--- src/rtl/uart_pkg_defs.sv ---
// Shared UART definitions: bit-FSM encoding, default baud divisor and word byte order.
// The transmit-side packer uses the same byte-order convention.
package uart_pkg_defs;

    typedef enum logic [1:0] {
        IDLE  = 2'd0,
        START = 2'd1,
        DATA  = 2'd2,
        STOP  = 2'd3
    } rx_state_t;

    localparam int UART_CLKS_PER_BIT = 868;
    localparam bit HI_BYTE_FIRST     = 1'b1;

    function automatic logic [15:0] pack_word(input logic [7:0] first, input logic [7:0] second);
        return HI_BYTE_FIRST ? {first, second} : {second, first};
    endfunction

endpackage

--- src/rtl/uart_rx_byte.sv ---
// 8N1 receiver: 2-flop synchroniser plus bit FSM producing one byte per frame.
// byte_done / frame_err are single-cycle strobes raised during the mid-stop-bit sample cycle.
module uart_rx_byte
    import uart_pkg_defs::*;
#(
    parameter int CLKS_PER_BIT = UART_CLKS_PER_BIT
) (
    input  logic       clk,
    input  logic       rst,
    input  logic       rx,
    output logic [7:0] rx_byte,
    output logic       byte_done,
    output logic       frame_err
);

    localparam int CW = $clog2(CLKS_PER_BIT);
    localparam logic [CW-1:0] HALF_M1 = CW'(CLKS_PER_BIT / 2 - 1);
    localparam logic [CW-1:0] FULL_M1 = CW'(CLKS_PER_BIT - 1);

    logic          rx_meta, rx_s;
    rx_state_t     state, state_nx;
    logic [CW-1:0] cnt, cnt_nx;
    logic [2:0]    idx, idx_nx;
    logic [7:0]    shreg, shreg_nx;

    always_ff @(posedge clk or posedge rst) begin
        if (rst) begin
            rx_meta <= 1'b1;
            rx_s    <= 1'b1;
            state   <= IDLE;
            cnt     <= '0;
            idx     <= '0;
            shreg   <= '0;
        end else begin
            rx_meta <= rx;
            rx_s    <= rx_meta;
            state   <= state_nx;
            cnt     <= cnt_nx;
            idx     <= idx_nx;
            shreg   <= shreg_nx;
        end
    end

    always_comb begin
        state_nx  = state;
        cnt_nx    = cnt + 1'b1;
        idx_nx    = idx;
        shreg_nx  = shreg;
        byte_done = 1'b0;
        frame_err = 1'b0;
        case (state)
            IDLE: begin
                cnt_nx = '0;
                if (!rx_s) state_nx = START;
            end
            START: begin
                // A high line at mid start bit is a glitch, not a frame.
                if (cnt == HALF_M1) begin
                    cnt_nx   = '0;
                    idx_nx   = '0;
                    state_nx = rx_s ? IDLE : DATA;
                end
            end
            DATA: begin
                if (cnt == FULL_M1) begin
                    cnt_nx        = '0;
                    shreg_nx[idx] = rx_s;
                    if (idx == 3'd7) state_nx = STOP;
                    else             idx_nx   = idx + 3'd1;
                end
            end
            STOP: begin
                // Leave at mid stop bit so a back-to-back start edge is not missed.
                if (cnt == FULL_M1) begin
                    cnt_nx    = '0;
                    state_nx  = IDLE;
                    byte_done = rx_s;
                    frame_err = !rx_s;
                end
            end
            default: state_nx = IDLE;
        endcase
    end

    assign rx_byte = shreg;

endmodule

--- src/rtl/uart_unpkg.sv ---
// UART word unpacker: pairs received bytes into 16-bit words on a valid/ready output.
// A lone first byte is dropped after TIMEOUT_CLKS; a word arriving while the output is full is dropped.
module uart_unpkg
    import uart_pkg_defs::*;
#(
    parameter int CLKS_PER_BIT = UART_CLKS_PER_BIT,
    parameter int TIMEOUT_CLKS = 20000
) (
    input  logic        clk,
    input  logic        rst,
    input  logic        uart_rx,
    output logic [15:0] out_data,
    output logic        out_valid,
    input  logic        out_rdy,
    output logic        frame_err,
    output logic        overrun
);

    localparam int TCW = $clog2(TIMEOUT_CLKS + 1);

    logic           byte_done, word_done;
    logic [7:0]     rx_byte, hi;
    logic           phase;
    logic [TCW-1:0] tcnt;

    uart_rx_byte #(.CLKS_PER_BIT(CLKS_PER_BIT)) u_rx (
        .clk       (clk),
        .rst       (rst),
        .rx        (uart_rx),
        .rx_byte   (rx_byte),
        .byte_done (byte_done),
        .frame_err (frame_err)
    );

    assign word_done = phase & byte_done;
    assign overrun   = word_done & out_valid & ~out_rdy;

    // Byte phase: byte_done takes priority over an expiring timeout.
    always_ff @(posedge clk or posedge rst) begin
        if (rst) begin
            phase <= 1'b0;
            hi    <= '0;
            tcnt  <= '0;
        end else if (frame_err) begin
            phase <= 1'b0;
        end else if (byte_done) begin
            if (!phase) begin
                hi    <= rx_byte;
                phase <= 1'b1;
                tcnt  <= '0;
            end else begin
                phase <= 1'b0;
            end
        end else if (phase) begin
            if (tcnt == TCW'(TIMEOUT_CLKS - 1)) phase <= 1'b0;
            else                                tcnt  <= tcnt + 1'b1;
        end
    end

    always_ff @(posedge clk or posedge rst) begin
        if (rst) begin
            out_data  <= '0;
            out_valid <= 1'b0;
        end else if (word_done && (!out_valid || out_rdy)) begin
            out_data  <= pack_word(hi, rx_byte);
            out_valid <= 1'b1;
        end else if (out_valid && out_rdy) begin
            out_valid <= 1'b0;
        end
    end

endmodule

--- config.mk ---
export PLATFORM = sky130hd
export DESIGN_NAME = uart_unpkg
export DESIGN_NICKNAME = d
export VERILOG_FILES = /design/src/rtl/uart_pkg_defs.sv /design/src/rtl/uart_rx_byte.sv /design/src/rtl/uart_unpkg.sv
export SDC_FILE = /design/constraint.sdc
export NUM_CORES = 1
export LEC_CHECK = 0
export CAP_MARGIN = 20
export CELL_PAD_IN_SITES_DETAIL_PLACEMENT = 0
export CELL_PAD_IN_SITES_GLOBAL_PLACEMENT = 1
export CORE_UTILIZATION = 42
export DETAILED_ROUTE_END_ITERATION = 12
export PLACE_DENSITY = 0.82
export SYNTH_ARGS = -nofsm -noshare
export SYNTH_HDL_FRONTEND = slang
export SYNTH_HIERARCHICAL = 1
export SYNTH_SLANG_ARGS = --single-unit
--- constraint.sdc ---
create_clock -name clk -period 3 [get_ports clk]
set_clock_uncertainty 0.1 [all_clocks]
set_input_delay 0.45 -clock clk [delete_from_list [all_inputs] [get_ports clk]]
set_output_delay 0.45 -clock clk [all_outputs]
set_load 0.01 [all_outputs]
Yosys cells after proc, flatten, opt, wreduce, memory -nomap -nowiden
Cells that the tools add are included.
{ "classes": {"addsub": 3, "n_lt_le_gt_ge": 2, "eq_ne": 15, "mux": 32, "bitwise_logic": 6, "reduce_logical": 16} }
{ "op_table": {"columns": ["op", "count"], "rows": [
  ["$mux 15", 4],
  ["$pmux 10 s3", 1],
  ["$mux 10", 2],
  ["$add 15x1->15 const B", 1],
  ["$eq 15x15->1 const B", 1],
  ["$mux 1", 12],
  ["$mux 2", 6],
  ["$add 10x1->10 const B", 1],
  ["$eq 10x10->1 const B", 1],
  ["$eq 10x9->1 const B", 1],
  ["$mux 3", 3],
  ["$bwmux 8", 1],
  ["$ne 2x1->1 const B", 4],
  ["$ne 2x2->1 const B", 4],
  ["$pmux 2 s4", 1],
  ["$reduce_and 4->1", 2],
  ["$pmux 3 s2", 1],
  ["$reduce_bool 2->1", 3],
  ["$reduce_and 5->1", 1],
  ["$eq 2x2->1 const B", 2],
  ["$lt 3x4->1 const B", 1],
  ["$add 3x1->3 const B", 1],
  ["$and 1x1->1", 3],
  ["$demux 1 s3", 1],
  ["other kinds (11)", 16]
]} }
{ "word_totals": {"regBits": 66, "in_bits": 4, "out_inout_bits": 19, "word_cells": 85} }

Longest topological paths before layout
Gate-level depths: netlist (run 1).
{ "depth": {"ltp_word": 6, "ltp_mapped": 10} }

By module
Netlist (run 1), hierarchy kept.
{ "by_module_without_submodules": {"columns": ["mod", "instances", "cells_per_inst", "area_per_inst_um2", "seq_area_each_um2"], "rows": [
  ["uart_unpkg", 1, 164, 1948.1, 1026.0],
  ["uart_rx_byte", 1, 114, 1249.9, 628.1]
]} }

Worst setup path before layout (run 1)
OpenSTA, ideal clock, no wires.
{ "synth_path": {"kind": "register to register", "from": "register u_rx.cnt[3]", "to": "register out_data[0]", "setup_ns": 0.125, "arrival_ns": 2.891, "t_required_ns": 2.775, "path_slack_ns": -0.116, "path_stages_with_launch": 11, "path_buffers": 3, "synth_period_minus_slack_ns": 3.116, "path_cell_list": "dfrtp_1 or3b_1 buf_2 nor3_2 nand3_1 nor2_1 nand2_1 nor2b_1 clkbuf_1 clkbuf_1 mux2_2"} }
{ "synth_between": {"elab_chain_cells": 5} }
{ "synth_rtl": {"columns": ["item", "line_no", "source"], "rows": [
  ["start, declared", "uart_rx_byte.sv:22", "logic [CW-1:0] cnt, cnt_nx;"],
  ["start signal, assigned", "uart_rx_byte.sv:38", "cnt <= cnt_nx;"],
  ["$eq 10x10->1", "uart_rx_byte.sv:74", "if (cnt == FULL_M1) begin"],
  ["$mux 1", "uart_rx_byte.sv:74", null],
  ["$mux 1", "uart_rx_byte.sv:51", "case (state)"],
  ["via byte_done", "uart_unpkg.sv:21", "logic byte_done, word_done;"],
  ["$and 1x1->1", "uart_unpkg.sv:35", "assign word_done = phase & byte_done;"],
  ["$logic_and 1x1->1", "uart_unpkg.sv:64", "end else if (word_done && (!out_valid || out_rdy)) begin"],
  ["end signal, assigned", "uart_unpkg.sv:65", "out_data <= pack_word(hi, rx_byte);"],
  ["end, declared", "uart_unpkg.sv:12", "output logic [15:0] out_data,"]
]} }
The timed path passes the listed nets, and every way through them passes these cells.
A chain may end at the register's enable or synchronous reset.

Worst setup path after layout (run 1)
{ "layout_path": {"from": "register u_rx.cnt[2]", "to": "output frame_err"} }
{ "layout_between": {"elab_chain_cells": 3} }
{ "layout_rtl": {"columns": ["item", "line_no", "source"], "rows": [
  ["$eq 10x10->1", "uart_rx_byte.sv:74", null],
  ["$mux 1", "uart_rx_byte.sv:74", null],
  ["$mux 1", "uart_rx_byte.sv:51", null],
  ["end, declared", "uart_unpkg.sv:15", "output logic frame_err,"]
]} }
No other way between the ends.

==> impl_metrics.env, run 1 <==
export IMPL_outcome="finished, final reports clean"
export IMPL_finalSetupTns_ps=0
export IMPL_yosysMostFrequentCell="dfrtp_1"
export IMPL_power_switching_share_pct=22.0
export IMPL_relSlewSlack_pct=45.2
export IMPL_yosysWarningCount=6
export IMPL_path_clk_slew_ps=70
export IMPL_row_count=31
export IMPL_grtUsageTotal_pct=16.7
export IMPL_synth_ff_latch_count=66
export IMPL_clock_sink_count=66
export IMPL_routed_wl_um=6130
export IMPL_wl_per_cell_um=14.9
export IMPL_grt_max_degree=42
export IMPL_overflow=0
export IMPL_start_kind="register"
export IMPL_first_pass_detailed_route_iteration_total=4
export IMPL_power_per_cell_area_nw_per_um2=440
export IMPL_synth_top_cell_by_area="dfrtp_1"
export IMPL_cts_made_buffers=9
export IMPL_drive_gt1_share_pct=24.0
export IMPL_cts_root_buf="clkbuf_8"
export IMPL_crit_reg2reg_capture="tcnt[13]"
export IMPL_drc=0
export IMPL_violation_count_after_the_first_detailed_route_iteration=137
export IMPL_grt_pass1_vias=2163
export IMPL_cp_slowest_stage_delay_ps=580
export IMPL_io_buffers=22
export IMPL_reg2reg_depth=10
export IMPL_clock_power_share_pct=45.0
export IMPL_dieHeight_um=89.3
export IMPL_critical_path_endpoint_type="output port"
export IMPL_max_cap_violations=0
export IMPL_criticalPathCategory="reg2out"
export IMPL_dr_total_vias=2254
export IMPL_timing_fmax_ghz=0.347
export IMPL_synth_edff_count=0
export IMPL_rrSetupSlack_ps=240
export IMPL_r2r_path_start="u_rx/cnt[2]"
export IMPL_area_growth_synth_to_final_pct=18.7
export IMPL_cp_num_buf_inv=1
export IMPL_hold_path_startpoint="u_rx/rx_meta"
export IMPL_synth_fp_nets=287
export IMPL_syn_inst=278
export IMPL_critical_path_slowest_cell="clkdlybuf4s50_1"
export IMPL_synth_seq_area_share_pct=51.7
export IMPL_synth_async_reset_ratio_pct=100
export IMPL_clockBufferDepth=2
export IMPL_worst_setup_path_startpoint="u_rx/cnt[2]"
export IMPL_crit_path_max_fanout=4
export IMPL_yosys_cell_types_count=51
export IMPL_drtAntennaViolNets=0
export IMPL_number_of_endpoints_with_negative_hold_slack_in_the_final_report=0
export IMPL_layout_nets=316
export IMPL_cts_hold_repair_buffers=0
export IMPL_route_detailed_vias_per_inst=5.48
export IMPL_syn_area_per_cell_um2=11.5
export IMPL_crit_path_cells="or3b_4 > nor3_4 > nand3_1 > nor2_2 > clkdlybuf4s50_1"
export IMPL_placed_cells=394
export IMPL_clock_latency_ps=340
export IMPL_insertedDiodeCount=0
export IMPL_synth_area_um2=3200
export IMPL_sequentialPowerShare_pct=53.5
export IMPL_synth_largest_type_area_fraction_pct=50.1
export IMPL_cts_tree="built"
export IMPL_hold_depth=0
export IMPL_netSwitchingPower_mw=0.367
export IMPL_synth_flop_cell="dfrtp_1"
export IMPL_total_power_mw=1.67
export IMPL_die_area_um2=7970
export IMPL_fp_coreArea_um2=7290
export IMPL_number_of_antenna_violations_at_the_first_check_in_global_routing=0
export IMPL_initial_core_util_pct=43.9
export IMPL_whs_endpoint="u_rx/rx_s"
export IMPL_unrepaired_setup_endpoints_after_global_routing="yes"
export IMPL_cellLeakagePower_nw=1.71
export IMPL_first_pass_grt_wire_length_um=10100
export IMPL_cell_internal_pwr_mw=1.30
export IMPL_timing_final_setup_violations=0
export IMPL_power_frac_comb_pct=1.4
export IMPL_synth_top_cells_by_area="dfrtp_1 (50%), mux2_2 (11%), o31ai_1 (4.0%), nor2_1 (2.2%), ha_1 (2.0%)"
export IMPL_timing_critical_path_arrival_ps=2330
export IMPL_fp_dieW_um=89.3
export IMPL_ir_worst_vdd_uv=266
export IMPL_critical_path_top_delay_family="simple AND/OR/NAND/NOR gates"
export IMPL_post_route_period_util_pct=96.1
export IMPL_worst_endpoint_required_ps=2450
export IMPL_least_margin_pin_slew_ps=816
export IMPL_gp_congestion=0.783
export IMPL_htree_levels=3
export IMPL_io_pins=23
export IMPL_yosys_top_cells_count="dfrtp_1 (64), mux2_2 (32), nor2_1 (19)"
export IMPL_dp_final_hpwl_um=4080
export IMPL_drv_slew=0
export IMPL_layoutNonFillerInstCount=411
export IMPL_finalInstanceArea_um2=3800
export IMPL_final_min_clock_period_ps=2880
export IMPL_hold_path_class="reg2reg"
export IMPL_minimum_hold_slack_ps=258
export IMPL_placed_cell_area_um2=3560
-- stage by stage --
stage / util (%) / setup slack (ps)
floorplan: - / 31.8
global placement: 48.8 / 166
detailed placement: 48.8 / 102
CTS: 51.8 / 11.5
global route: 52.1 / -23.0
finish: 52.1 / 118
-- area by class of cell --
cell class	instances	area [µm²]
timing repair buffer	35	320
multi-input combinational	190	1480
clock inverter	6	66.3
fill	655	3490
tap	99	124
sequential	66	1650
inverter	5	18.8
clock buffer	10	138
-- layer usage --
metal,GRT usage [%],part of all wire (%)
met5,0,0
met2,27.6,50
met3,4.71,3.7
met4,6.64,0.54
met1,20.9,46
-- what timing repair did --
item,CTS,global route
setup endpoints to repair,2,7
setup buffers,1,0
pin swaps,1,1
gates resized for setup,3,3
endpoints found under the hold margin,0,0
-- worst max path at each step --
stage | endpoint | cells past startpoint | slack [ps]
after CTS | overrun | 7 | 10
after global placement | tcnt[11] | 8 | 170
after floorplan | tcnt[11] | 10 | 30
final | frame_err | 5 | 120
after detailed placement | tcnt[11] | 8 | 100
after global routing | frame_err | 5 | -20
-- layout by cell type (no fill, tap or decap), types with 5 or more instances in the layout --
| cell | count |
|---|---|
| nand2b_1 | 5 |
| inv_1 | 5 |
| xnor2_1 | 5 |
| clkdlybuf4s50_1 | 21 |
| mux2_2 | 32 |
| o21ai_0 | 8 |
| and3_1 | 7 |
| ha_1 | 5 |
| dfrtp_1 | 64 |
| nand2_1 | 16 |
| clkbuf_8 | 10 |
| o31ai_1 | 17 |
| nor2_1 | 17 |
| nand3_1 | 8 |
| a41oi_1 | 5 |
| buf_4 | 13 |
-- power by group through the flow --
| stage | clock [mW] | sequential (mW) | combinational, mW |
|---|---|---|---|
| global placement | 0 | 0.911 | 0.0251 |
| finish | 0.752 | 0.894 | 0.0240 |
| floorplan | 0 | 0.909 | 0.0153 |
| CTS | 0.772 | 0.894 | 0.0260 |
| global route | 0.805 | 0.894 | 0.0285 |
| detailed placement | 0 | 0.912 | 0.0255 |
-- state kept, by name, indices dropped and copies added (netlist names), 3 cells and up, named ones only --
register and cells:
hi 8, u_rx/rx_byte 8, tcnt 15, out_data 16, u_rx/cnt 10, u_rx/idx 3
-- cell families (layout without fill, tap and decap cells) --
logic type / Yosys count / after routing / synth area share, %
and+or+nand+nor: 94 / 94 / 17.1
AOI/OAI and AO/OA: 48 / 48 / 11.7
xor gates and xnor gates: 9 / 9 / 2.46
DFF: 66 / 66 / 51.7
buffers and inverters: 22 / 56 / 3.13
adders and majority gates: 5 / 5 / 1.96
muxes: 34 / 34 / 11.9
(Power assumes the default switching activity.)
==> run 2, diff against run 1 <==
--- a/config.mk
+++ b/config.mk
@@ -5,10 +5,11 @@
 export SDC_FILE = /design/constraint.sdc
 export NUM_CORES = 1
 export LEC_CHECK = 0
+export ABC_AREA = 1
 export CAP_MARGIN = 20
 export CELL_PAD_IN_SITES_DETAIL_PLACEMENT = 0
 export CELL_PAD_IN_SITES_GLOBAL_PLACEMENT = 1
-export CORE_UTILIZATION = 42
+export CORE_UTILIZATION = 40
 export DETAILED_ROUTE_END_ITERATION = 12
 export PLACE_DENSITY = 0.82
 export SYNTH_ARGS = -nofsm -noshare
==> run 2 against run 1 <==
Compared with the run above: non-clock buffer count decreased by 6; clock power decreased by 5.3%; count of clock-buffer cells in the layout decreased by 1; utilization decreased by 3.7 points; sequential share of layout area decreased by 2.4 points; fmax increased by 4.0%; synthesized area increased by 7.9%; via count increased by 16%.
==> impl_metrics.env, run 2 <==
export IMPL_outcome="finished, final reports clean"
export IMPL_yosysWarningCount=6
export IMPL_drv_slew=0
export IMPL_synth_seq_area_share_pct=48.0
export IMPL_synth_area_um2=3450
export IMPL_cts_root_buf="clkbuf_8"
export IMPL_dr_total_vias=2612
export IMPL_violation_count_after_the_first_detailed_route_iteration=99
export IMPL_grt_pass1_vias=2510
export IMPL_start_kind="register"
export IMPL_synth_ff_latch_count=66
export IMPL_critical_path_endpoint_type="output port"
export IMPL_worst_endpoint_required_ps=2450
export IMPL_synth_fp_nets=412
export IMPL_number_of_antenna_violations_at_the_first_check_in_global_routing=0
export IMPL_largest_register="out_data"
export IMPL_path_clk_slew_ps=90
export IMPL_insertedDiodeCount=0
export IMPL_synth_async_reset_ratio_pct=100
export IMPL_hold_path_class="reg2reg"
export IMPL_ir_worst_vdd_uv=169
export IMPL_least_margin_pin_slew_ps=521
export IMPL_finalInstanceArea_um2=4020
export IMPL_initial_core_util_pct=41.6
export IMPL_synth_edff_count=0
export IMPL_timing_critical_path_arrival_ps=2220
export IMPL_cts_tree="built"
export IMPL_reg2reg_depth=12
export IMPL_fp_coreArea_um2=8300
export IMPL_dp_final_hpwl_um=4670
export IMPL_drtAntennaViolNets=0
export IMPL_post_place_ws_ps=289
export IMPL_drive_gt1_share_pct=19.6
export IMPL_multi_input_area_um2=1570
export IMPL_final_common_cell="nand2_1"
export IMPL_relSlewSlack_pct=65.2
export IMPL_post_route_period_util_pct=92.3
export IMPL_io_pins=23
export IMPL_htree_levels=3
export IMPL_rrSetupSlack_ps=720
export IMPL_power_per_cell_area_nw_per_um2=406
export IMPL_io_buffers=22
export IMPL_synth_compound_gate_area_share_pct=7.83
export IMPL_number_of_endpoints_with_negative_hold_slack_in_the_final_report=0
export IMPL_layout_area_seq_um2=1650
export IMPL_yosys_cell_types_count=33
export IMPL_hold_depth=0
export IMPL_timing_final_ws_setup_ps=230
export IMPL_timing_final_setup_violations=0
export IMPL_cp_endpoint="frame_err"
export IMPL_worst_setup_path_startpoint="u_rx/cnt[1]"
export IMPL_cts_hold_repair_buffers=0
export IMPL_crit_path_max_fanout=4
export IMPL_largest_reg_flops=16
export IMPL_fillerInstances=805
export IMPL_layout_nets=447
export IMPL_row_count=33
export IMPL_finalSetupTns_ps=0
export IMPL_synth_xor_area_share_pct=2.03
export IMPL_dieHeight_um=94.9
export IMPL_first_pass_grt_wire_length_um=11700
export IMPL_synth_flop_cell="dfrtp_1"
export IMPL_cellLeakagePower_nw=1.85
export IMPL_gp_congestion=0.820
export IMPL_synth_top_cell_by_area="dfrtp_1"
export IMPL_max_cap_violations=0
export IMPL_grt_max_degree=42
export IMPL_syn_area_per_cell_um2=8.56
export IMPL_post_synth_mux_area_share_pct=2.61
export IMPL_first_pass_detailed_route_iteration_total=5
export IMPL_drc=0
export IMPL_timing_fmax_ghz=0.361
export IMPL_placed_cell_area_um2=3790
export IMPL_grtUsageTotal_pct=16.8
export IMPL_largest_registers="out_data (16), tcnt (15), u_rx/cnt (10)"
export IMPL_yosysMostFrequentCell="nand2_1"
export IMPL_overflow=0
export IMPL_r2r_path_start="u_rx/cnt[1]"
export IMPL_yosys_top_cells_count="nand2_1 (99), dfrtp_1 (64), inv_1 (45)"
export IMPL_clockBufferDepth=2
export IMPL_synth_largest_type_area_fraction_pct=46.4
export IMPL_cts_made_buffers=9
export IMPL_fp_dieW_um=94.9
export IMPL_synth_top_cells_by_area="dfrtp_1 (46%), nand2_1 (11%), inv_1 (4.9%), nor2_1 (4.4%), nand3_1 (3.6%)"
export IMPL_synth_adder_area_share_pct=1.81
export IMPL_synth_top_family_by_area="simple AND/OR/NAND/NOR gates"
export IMPL_final_min_clock_period_ps=2770
export IMPL_crit_reg2reg_capture="tcnt[4]"
export IMPL_route_detailed_vias_per_inst=4.77
export IMPL_area_growth_synth_to_final_pct=16.4
export IMPL_clock_sink_count=66
export IMPL_clock_latency_ps=350
export IMPL_die_area_um2=9000
export IMPL_routed_wl_um=6550
export IMPL_wl_per_cell_um=11.9
export IMPL_syn_inst=403
export IMPL_post_synth_and_or_nand_nor_area_fraction_pct=30.6
export IMPL_final_cell_mix="nand2_1 (99), dfrtp_1 (64), inv_1 (45), nor2_1 (40), nand3_1 (25)"
export IMPL_criticalPathCategory="reg2out"
export IMPL_unrepaired_setup_endpoints_after_global_routing="no"
export IMPL_hold_path_startpoint="u_rx/rx_meta"
[run 2: critical path, cell delays in order, from the launching register on]
cell             delay, ps
dfrtp_1                410
ha_4                   180
nand3_1                110
nand3b_1               230
nor4_1                 210
buf_4                  200
clkdlybuf4s50_1        540
[run 2: metal layers]
| metal | routed length, µm | vias to the layer above | global-route usage, % |
|---|---|---|---|
| li1 | - | 1363 | - |
| met1 | 3330 | 1208 | 23.1 |
| met2 | 2950 | 33 | 26.0 |
| met3 | 155 | 8 | 3.62 |
| met4 | 112 | 0 | 6.44 |
| met5 | 0 | - | 0 |
[run 2: power by group]
part / internal (mW) / total (mW) / switching (mW)
clock network: 0.315 / 0.712 / 0.397
logic: 0.00570 / 0.0254 / 0.0197
registers: 0.891 / 0.893 / 0.00128
total: 1.21 / 1.63 / 0.418
[run 2: how the worst min path moves through the flow]
stage / end / slack [ps]
3_3_place_gp: u_rx/rx_s / 260
4_1_cts: u_rx/rx_s / 260
5_1_grt: u_rx/rx_s / 270
2_1_floorplan: u_rx/rx_s / 250
6_report: u_rx/rx_s / 260
3_5_place_dp: u_rx/rx_s / 250
[run 2: through the flow]
step	power, mW	hold WS, ps	instances	util [%]
finish	1.63	264	548	48.4
global route	1.69	271	548	48.4
CTS	1.66	264	547	48.1
detailed placement	0.937	253	530	45.7
global placement	0.937	259	530	45.7
floorplan	0.925	245	403	-
[run 2: cell type report]
class / instances / area share (%)
Sequential cell: 66 / 41.2
Multi-Input combinational cell: 279 / 39.0
Timing Repair Buffer: 29 / 6.86
Inverter: 53 / 5.02
Tap cell: 105 / 3.27
Clock buffer: 9 / 3.09
Clock inverter: 7 / 1.53
[run 2: cells by family after synthesis]
kind of cell             Yosys count
XOR/XNOR                           8
flip-flops                        66
multiplexers                       8
adder cells (fa/ha/maj)            5
AND/OR/NAND/NOR                  212
AO/OA/AOI/OAI                     46
buffers and inverters             58
[run 2: repair_timing]
action | CTS | global route
endpoints found under the setup margin | 1 | 2
buffers inserted | 1 | 1
gates resized for setup | 2 | 2
==> run 3, diff against run 2 <==
--- a/config.mk
+++ b/config.mk
@@ -9,9 +9,9 @@
 export CAP_MARGIN = 20
 export CELL_PAD_IN_SITES_DETAIL_PLACEMENT = 0
 export CELL_PAD_IN_SITES_GLOBAL_PLACEMENT = 1
-export CORE_UTILIZATION = 40
+export CORE_UTILIZATION = 45
 export DETAILED_ROUTE_END_ITERATION = 12
-export PLACE_DENSITY = 0.82
+export PLACE_DENSITY = 0.87
 export SYNTH_ARGS = -nofsm -noshare
 export SYNTH_HDL_FRONTEND = slang
 export SYNTH_HIERARCHICAL = 1
==> constraint.sdc (replaced) <==
create_clock -name clk -period 2.65 [get_ports clk]
set_clock_uncertainty 0.1 [all_clocks]
set_input_delay 0.3975 -clock clk [delete_from_list [all_inputs] [get_ports clk]]
set_output_delay 0.3975 -clock clk [all_outputs]
set_load 0.01 [all_outputs]
==> run 3 against run 2 <==
Compared with the run above: first-iteration DRC count rose by 29%; count of clock-buffer cells in the layout stayed put; combinational power up 13%; sequential power is 13% higher; utilization increased by 7.0 points; clock power is 34% higher; power rose by 22%; via count up 0.80%; die area down 11%; sequential share of layout area fell by 0.43 points; non-clock buffer count grew 3; final cell count down 0.55%.
==> impl_metrics.env, run 3 (synthesized netlist as in run 2, its figures left out) <==
export IMPL_post_route_period_util_pct=94.3
export IMPL_drive_gt1_share_pct=20.2
export IMPL_grt_max_degree=42
export IMPL_finalSetupTns_ps=0
export IMPL_route_detailed_vias_per_inst=4.83
export IMPL_largest_reg_flops=16
export IMPL_initial_core_util_pct=47.1
export IMPL_die_area_um2=8020
export IMPL_grtUsageTotal_pct=18.8
export IMPL_overflow=0
export IMPL_power_per_cell_area_nw_per_um2=491
export IMPL_layout_nets=450
export IMPL_final_cell_mix="nand2_1 (99), dfrtp_1 (64), inv_1 (45), nor2_1 (40), nand3_1 (25)"
export IMPL_ir_worst_vdd_uv=263
export IMPL_cellLeakagePower_nw=1.87
export IMPL_grt_pass1_vias=2444
export IMPL_dp_final_hpwl_um=4690
export IMPL_first_pass_grt_wire_length_um=11500
export IMPL_row_count=31
export IMPL_violation_count_after_the_first_detailed_route_iteration=128
export IMPL_htree_levels=3
export IMPL_crit_path_max_fanout=2
export IMPL_cp_slowest_stage_delay_ps=590
export IMPL_first_pass_detailed_route_iteration_total=4
export IMPL_critical_path_endpoint_type="output port"
export IMPL_final_min_clock_period_ps=2500
export IMPL_clock_sink_count=66
export IMPL_relSlewSlack_pct=65.0
export IMPL_number_of_endpoints_with_negative_hold_slack_in_the_final_report=0
export IMPL_crit_path_cells="ha_1 > nand3_1 > nand3b_1 > nor4_4 > clkdlybuf4s50_1"
export IMPL_fp_dieW_um=89.6
export IMPL_path_clk_slew_ps=80
export IMPL_insertedDiodeCount=0
export IMPL_io_buffers=22
export IMPL_drc=0
export IMPL_io_pins=23
export IMPL_timing_fmax_ghz=0.400
export IMPL_largest_registers="out_data (16), tcnt (15), u_rx/cnt (10)"
export IMPL_worst_endpoint_required_ps=2150
export IMPL_unrepaired_setup_endpoints_after_global_routing="no"
export IMPL_max_cap_violations=0
export IMPL_minimum_hold_slack_ps=273
export IMPL_largest_register="out_data"
export IMPL_criticalPathCategory="reg2out"
export IMPL_number_of_antenna_violations_at_the_first_check_in_global_routing=0
export IMPL_hold_path_class="reg2reg"
export IMPL_worst_setup_path_startpoint="u_rx/cnt[0]"
export IMPL_routed_wl_um=6570
export IMPL_least_margin_pin_slew_ps=525
export IMPL_clockBufferDepth=2
export IMPL_final_common_cell="nand2_1"
export IMPL_cts_root_buf="clkbuf_8"
export IMPL_outcome="finished, final reports clean"
export IMPL_cts_made_buffers=9
export IMPL_total_power_mw=1.99
export IMPL_dr_total_vias=2633
export IMPL_r2r_path_start="u_rx/cnt[0]"
export IMPL_gp_congestion=0.823
export IMPL_fillerInstances=675
export IMPL_timing_critical_path_arrival_ps=2000
export IMPL_crit_reg2reg_capture="tcnt[8]"
export IMPL_fp_coreArea_um2=7330
export IMPL_post_place_ws_ps=176
export IMPL_drv_slew=0
export IMPL_start_kind="register"
export IMPL_cp_endpoint="frame_err"
export IMPL_timing_final_setup_violations=0
export IMPL_area_growth_synth_to_final_pct=17.6
export IMPL_critical_path_slowest_cell="clkdlybuf4s50_1"
export IMPL_wl_per_cell_um=12.1
export IMPL_rrSetupSlack_ps=330
export IMPL_timing_final_ws_setup_ps=150
export IMPL_drtAntennaViolNets=0
export IMPL_reg2reg_depth=12
export IMPL_dieHeight_um=89.6
export IMPL_cts_tree="built"
export IMPL_clock_latency_ps=340
## run 3: final cells by class
class / count / area (µm²) / share of cell area (%)
flip-flops and latches: 66 / 1650 / 40.8
multi-input cells: 279 / 1560 / 38.5
repair buffers: 32 / 290 / 7.15
inverters: 53 / 201 / 4.96
clock buffers: 9 / 124 / 3.05
well taps: 99 / 124 / 3.05
clock inverters: 7 / 100 / 2.47
## run 3: metrics by stage
step	cells	util, %	cell area [µm²]
2_1_floorplan	403	-	3450
3_3_place_gp	525	51.7	3790
3_5_place_dp	525	51.7	3790
4_1_cts	545	55.3	4050
5_1_grt	545	55.4	4060
6_report	545	55.4	4060
## run 3: worst min-delay path by stage
stage / from / endpoint / slack [ps] / cells past startpoint
final: u_rx/rx_meta / u_rx/rx_s / 270 / 0
after global routing: u_rx/rx_meta / u_rx/rx_s / 270 / 0
after CTS: u_rx/rx_meta / u_rx/rx_s / 270 / 0
after detailed placement: u_rx/rx_meta / u_rx/rx_s / 270 / 0
after global placement: u_rx/rx_meta / u_rx/rx_s / 270 / 0
after floorplan: u_rx/rx_meta / u_rx/rx_s / 250 / 0
## run 3: critical path: cells and delay by family (launching register included)
| kind | cells | cell delay (ps) |
|---|---|---|
| adder cells (fa/ha/maj) | 1 | 170 |
| flip-flops | 1 | 350 |
| buffers and inverters | 1 | 590 |
| AND/OR/NAND/NOR | 3 | 550 |
## run 3: layer usage
layer	vias to the layer above	track usage [%]	wire length [µm]
li1	1364	-	-
met1	1224	26.0	3350
met2	38	28.8	2940
met3	7	3.51	195
met4	0	8.08	88
met5	-	0	0
## run 3: report_power, final
part,internal (mW),switching (mW),total (mW)
logic,0.00644,0.0221,0.0286
registers,1.01,0.00198,1.01
clock network,0.536,0.417,0.953
## run 3: repair_timing
action                                  4_1_cts  5_1_grt
pin swaps                                     1        0
hold buffers                                  0        0
endpoints found under the setup margin        2        2
buffers inserted                              4        0
resized for setup                             2        3
